--- config.mk ---
export PLATFORM = sky130hd
export DESIGN_NAME = axi_stream_packet_framer
export DESIGN_NICKNAME = d
export VERILOG_FILES = /design/src/rtl/axi_stream_packet_framer.sv
export SDC_FILE = /design/constraint.sdc
export NUM_CORES = 1
export LEC_CHECK = 0
export ABC_AREA = 0
export CAP_MARGIN = 40
export CORE_AREA = 2 2 70 72
export DETAILED_ROUTE_END_ITERATION = 6
export DIE_AREA = 0 0 72 74
export PLACE_DENSITY_LB_ADDON = 0.25
export SLEW_MARGIN = 20
export SYNTH_ARGS = -nofsm -noshare
export SYNTH_HDL_FRONTEND = slang
export SYNTH_SLANG_ARGS = --single-unit
--- constraint.sdc ---
create_clock -name aclk -period 2 [get_ports aclk]
set_input_delay 0.2 -clock aclk [delete_from_list [all_inputs] [get_ports aclk]]
set_output_delay 0.2 -clock aclk [all_outputs]
set_load 0.02 [all_outputs]
--- src/rtl/axi_stream_packet_framer.sv ---
// axi_stream_packet_framer: rebuilds AXI-stream packet boundaries from a
// length-descriptor stream. Each accepted descriptor (length-1, cdata)
// passes that many beats of the unframed input through, flagging tlast on
// the final beat and holding cdata for the packet.
// Optional feature macro: AXI_PACKET_FRAMER_LEN_CHECK_EN (compares the
// upstream s_axis_tlast with the generated tlast and sets sticky len_err).
module axi_stream_packet_framer #(
  parameter int DSIZE = 24,
  parameter int CSIZE = 1,
  parameter int LSIZE = 16
) (
  input  logic             aclk,
  input  logic             aresetn,
  input  logic             len_tvalid,
  output logic             len_tready,
  input  logic [LSIZE-1:0] len_tdata,
  input  logic [CSIZE-1:0] in_cdata,
  input  logic             s_axis_tvalid,
  output logic             s_axis_tready,
  input  logic [DSIZE-1:0] s_axis_tdata,
  input  logic             s_axis_tlast,
  output logic             m_axis_tvalid,
  input  logic             m_axis_tready,
  output logic [DSIZE-1:0] m_axis_tdata,
  output logic             m_axis_tlast,
  output logic [CSIZE-1:0] out_cdata,
  output logic             len_err
);

  typedef enum logic {IDLE, STREAM} state_t;

  state_t           state, state_nxt;
  logic [LSIZE-1:0] len_q, len_q_nxt;
  logic [LSIZE-1:0] cnt, cnt_nxt;
  logic [CSIZE-1:0] cdata_nxt;
  logic             in_stream;
  logic             out_hs, last_hs, len_hs;

  // Data path is a gated pass-through; everything is held off while in reset
  // so a mid-packet reset cannot leak a beat or a tlast.
  assign in_stream     = aresetn && (state == STREAM);
  assign m_axis_tdata  = s_axis_tdata;
  assign m_axis_tvalid = in_stream && s_axis_tvalid;
  assign s_axis_tready = in_stream && m_axis_tready;
  assign m_axis_tlast  = in_stream && (cnt == len_q);
  assign out_hs        = m_axis_tvalid && m_axis_tready;
  assign last_hs       = out_hs && m_axis_tlast;
  // Accepting the next descriptor on the last beat keeps packets back to back.
  assign len_tready    = aresetn && ((state == IDLE) || last_hs);
  assign len_hs        = len_tvalid && len_tready;

  // State, beat counter, captured length and control data.
  always_ff @(posedge aclk) begin
    if (!aresetn) begin
      state     <= IDLE;
      cnt       <= '0;
      len_q     <= '0;
      out_cdata <= '0;
    end else begin
      state     <= state_nxt;
      cnt       <= cnt_nxt;
      len_q     <= len_q_nxt;
      out_cdata <= cdata_nxt;
    end
  end

  // Next-state: start a packet on a descriptor, count beats, chain or stop
  // on the last beat.
  always_comb begin
    state_nxt = state;
    cnt_nxt   = cnt;
    len_q_nxt = len_q;
    cdata_nxt = out_cdata;
    unique case (state)
      IDLE: begin
        if (len_hs) begin
          state_nxt = STREAM;
          cnt_nxt   = '0;
          len_q_nxt = len_tdata;
          cdata_nxt = in_cdata;
        end
      end
      STREAM: begin
        if (last_hs) begin
          if (len_hs) begin
            cnt_nxt   = '0;
            len_q_nxt = len_tdata;
            cdata_nxt = in_cdata;
          end else begin
            state_nxt = IDLE;
          end
        end else if (out_hs) begin
          cnt_nxt = cnt + 1'b1;
        end
      end
      default: state_nxt = IDLE;
    endcase
  end

`ifdef AXI_PACKET_FRAMER_LEN_CHECK_EN
  // Sticky flag: upstream boundary disagrees with the descriptor framing.
  always_ff @(posedge aclk) begin
    if (!aresetn)
      len_err <= 1'b0;
    else if (out_hs && (s_axis_tlast != m_axis_tlast))
      len_err <= 1'b1;
  end
`else
  logic unused_tlast;
  assign unused_tlast = s_axis_tlast;
  assign len_err      = 1'b0;
`endif

endmodule

==> impl_metrics.env <==
export IMPL_status="complete, but fails checks"
export IMPL_place_congestion=0.806
export IMPL_ant_nets=0
export IMPL_cts_tree="done"
export IMPL_grt_pass1_vias=1616
export IMPL_timing_final_crit_share_pct=101
export IMPL_grt_antenna_before_repair=0
export IMPL_tightest_slew_ns=0.519
export IMPL_hp_class="in2out"
export IMPL_p_per_area_nw_per_um2=594
export IMPL_fin_skew_ns=0.00597
export IMPL_slowest_delay_ns=0.39
export IMPL_vias=1775
export IMPL_regArea_um2=691
export IMPL_violations="setup timing"
export IMPL_die_y_um=74
export IMPL_crit_arrival_ns=1.83
export IMPL_criticalPathCategory="reg2out"
export IMPL_seq_area_frac_synth_pct=35.3
export IMPL_multi_input_area_um2=1070
export IMPL_p_leak_nw=1.09
export IMPL_ys_warn_count=0
export IMPL_dpl_hpwl_um=3260
export IMPL_use_met1_pct=25.5
export IMPL_cts_buffer_depth=2
export IMPL_drive_gt1_share_pct=25.3
export IMPL_required_ns=1.80
export IMPL_cp_max_fo=2
export IMPL_drv_slew=0
export IMPL_cp_end_kind="output port"
export IMPL_diodes=0
export IMPL_synth_nets=284
export IMPL_root_buffer="clkbuf_8"
export IMPL_final_setup_viol_count=3
export IMPL_syn_avg_cell_area_um2=8.18
export IMPL_grtUsageTotal_pct=19.2
export IMPL_stdcell_count=323
export IMPL_synth_cells=236
export IMPL_grt_overflow=0
export IMPL_ys_types=40
export IMPL_portBuffers=26
export IMPL_cts_htree_levels=2
export IMPL_via_per_inst=5.50
export IMPL_drc_errors=0
export IMPL_core_area_um2=4600
export IMPL_grt_busiest_layer="met2"
export IMPL_wl_per_cell_um=15.4
export IMPL_maxSlewHeadroom_pct=65.3
export IMPL_path_clk_slew_ns=0.07
export IMPL_clock_latency_ns=0.29
export IMPL_fmax_ghz=0.493
export IMPL_cts_sinks=34
export IMPL_wl_um=4980
export IMPL_path_buf_inv=1
export IMPL_finalHoldViolations=0
export IMPL_num_rows=25
export IMPL_critical_path_cell_chain="xor2_1, nor4_2, and3_4, a31oi_2, nor2b_1, buf_4"
export IMPL_syn_to_final_growth_pct=30.7
export IMPL_cap_violations=0
export IMPL_grtUsageMet3_pct=4.34
export IMPL_rsz0062_at_grt="yes"
export IMPL_design_area_um2=2520
export IMPL_start_util_pct=42.0
export IMPL_final_net_count=316
export IMPL_placed_area_um2=2260
export IMPL_dpl_cell_count=309
export IMPL_design_die_area_um2=5330
export IMPL_cp_top_family="simple AND/OR/NAND/NOR gates"
export IMPL_grt_max_degree=21
export IMPL_final_cell_mix="34 x buf_4, 26 x dfxtp_1, 23 x clkdlybuf4s50_1, 21 x nand2_1, 19 x inv_1"
export IMPL_fin_crit_ns=2.03
export IMPL_ys_seq_elements=34
export IMPL_syn_area_um2=1930
export IMPL_grtUsageMet2_pct=29.6
export IMPL_drtIter0Drc=114
export IMPL_timing_final_ws_setup_ns=-0.0291
export IMPL_start_kind="register"
export IMPL_layout_commonest_cell="buf_4"
export IMPL_slowest_stage="nor4_2"
export IMPL_ios=77
export IMPL_grt_pass1_wl_um=7790
export IMPL_ir_drop_mv=0.435
export IMPL_cts_inserted_buffers=5
export IMPL_postCtsHoldBufs=0
export IMPL_first_pass_iters=4
export IMPL_die_w_um=72
export IMPL_fill_cells=425
through the flow:
stage | setup TNS [ns] | total power [mW] | hold slack [ns] | utilization [%] | worst slack [ns]
6_report | -0.0361 | 1.50 | 0.400 | 54.8 | -0.0291
5_1_grt | -1.37 | 1.56 | 0.400 | 54.8 | -0.120
4_1_cts | -0.00177 | 1.49 | 0.400 | 52.0 | -0.00177
3_5_place_dp | -1.89 | 0.943 | 0.400 | 49.1 | -0.180
3_3_place_gp | -1.74 | 0.942 | 0.400 | 49.1 | -0.172
2_1_floorplan | 0 | 0.902 | 0.324 | - | 0.121
metal layers:
layer  wire (um)  part of all wire (%)
met1        2270                    46
met2        2260                    45
met4         214                   4.3
met3         234                   4.7
met5           0                     0
Yosys cell counts:
master    number  share of area, %
a211o_1        1              0.45
and4_1         2              0.91
buf_2          8               2.1
o211a_1        1              0.52
nand4_1        6               1.9
nor3_1         1              0.26
xnor2_1        6               2.7
or3_1          2              0.65
a41o_1         1              0.52
ha_1           1              0.65
inv_1         19               3.7
nor2b_1        2              0.65
conb_1         1              0.19
and3_4         1              0.58
nand3b_4       1               1.0
or4_1          1              0.39
clkinv_1       1              0.19
o211ai_1      17               6.6
nand3_1       17               4.4
o21ai_1        1              0.26
a22oi_1        1              0.39
nand2_1       21               4.1
clkbuf_1       5              0.97
o21a_1         1              0.39
buf_4         25               9.7
o22ai_1        1              0.32
a21oi_1        1              0.26
and3_1         3              0.97
nand3b_1       1              0.39
a32o_1         1              0.52
o21ai_0       19               4.9
nor2_1         4              0.78
xor2_1        11               5.0
o31a_1         1              0.45
o311ai_0       9               4.1
nor4_1         3              0.97
a31oi_1        1              0.32
dfxtp_1       34                35
nor4b_1        1              0.45
and2_1         3              0.97
timing repair:
action,4_1_cts,5_1_grt
resized for setup,21,32
pin swaps,2,11
gates cloned,1,2
setup buffers,1,2
endpoints found under the setup margin,29,31
power by group:
group	switching [mW]	leakage, nW	internal, mW	total, mW
combinational	0.122	0.759	0.121	0.243
clock	0.259	0.0482	0.278	0.536
sequential	0.0176	0.280	0.700	0.718
worst paths after layout:
check	start	endpoint	depth (start not counted)	slack [ns]
min reg2reg	len_q[11]	len_q[11]	2	0.50
max reg2reg	cnt[3]	len_q[2]	7	0
min	s_axis_tdata[10]	m_axis_tdata[10]	0	0.40
max	cnt[3]	len_tready	6	-0.03
sequential cells by signal, summed over array words and instances, names as in the netlist:
signal	count
len_q	16
cnt	16
state	1
out_cdata	1
area by class of cell:
type / count / area share [%]
clock buffers: 7 / 3.42
well taps: 54 / 2.68
flip-flops and latches: 34 / 27.4
multi-input cells: 147 / 42.5
clock inverters: 1 / 0.199
repair buffers: 60 / 20.8
inverters: 20 / 2.98
cells by family after synthesis:
group	share of synthesized area [%]
and+or+nand+nor	19.5
buffers and inverters	16.7
AOI/OAI and AO/OA	20.0
DFF	35.3
xor gates and xnor gates	7.72
adders and majority gates	0.648
other	0.194
No activity file was read; power rests on OpenSTA's default activity.
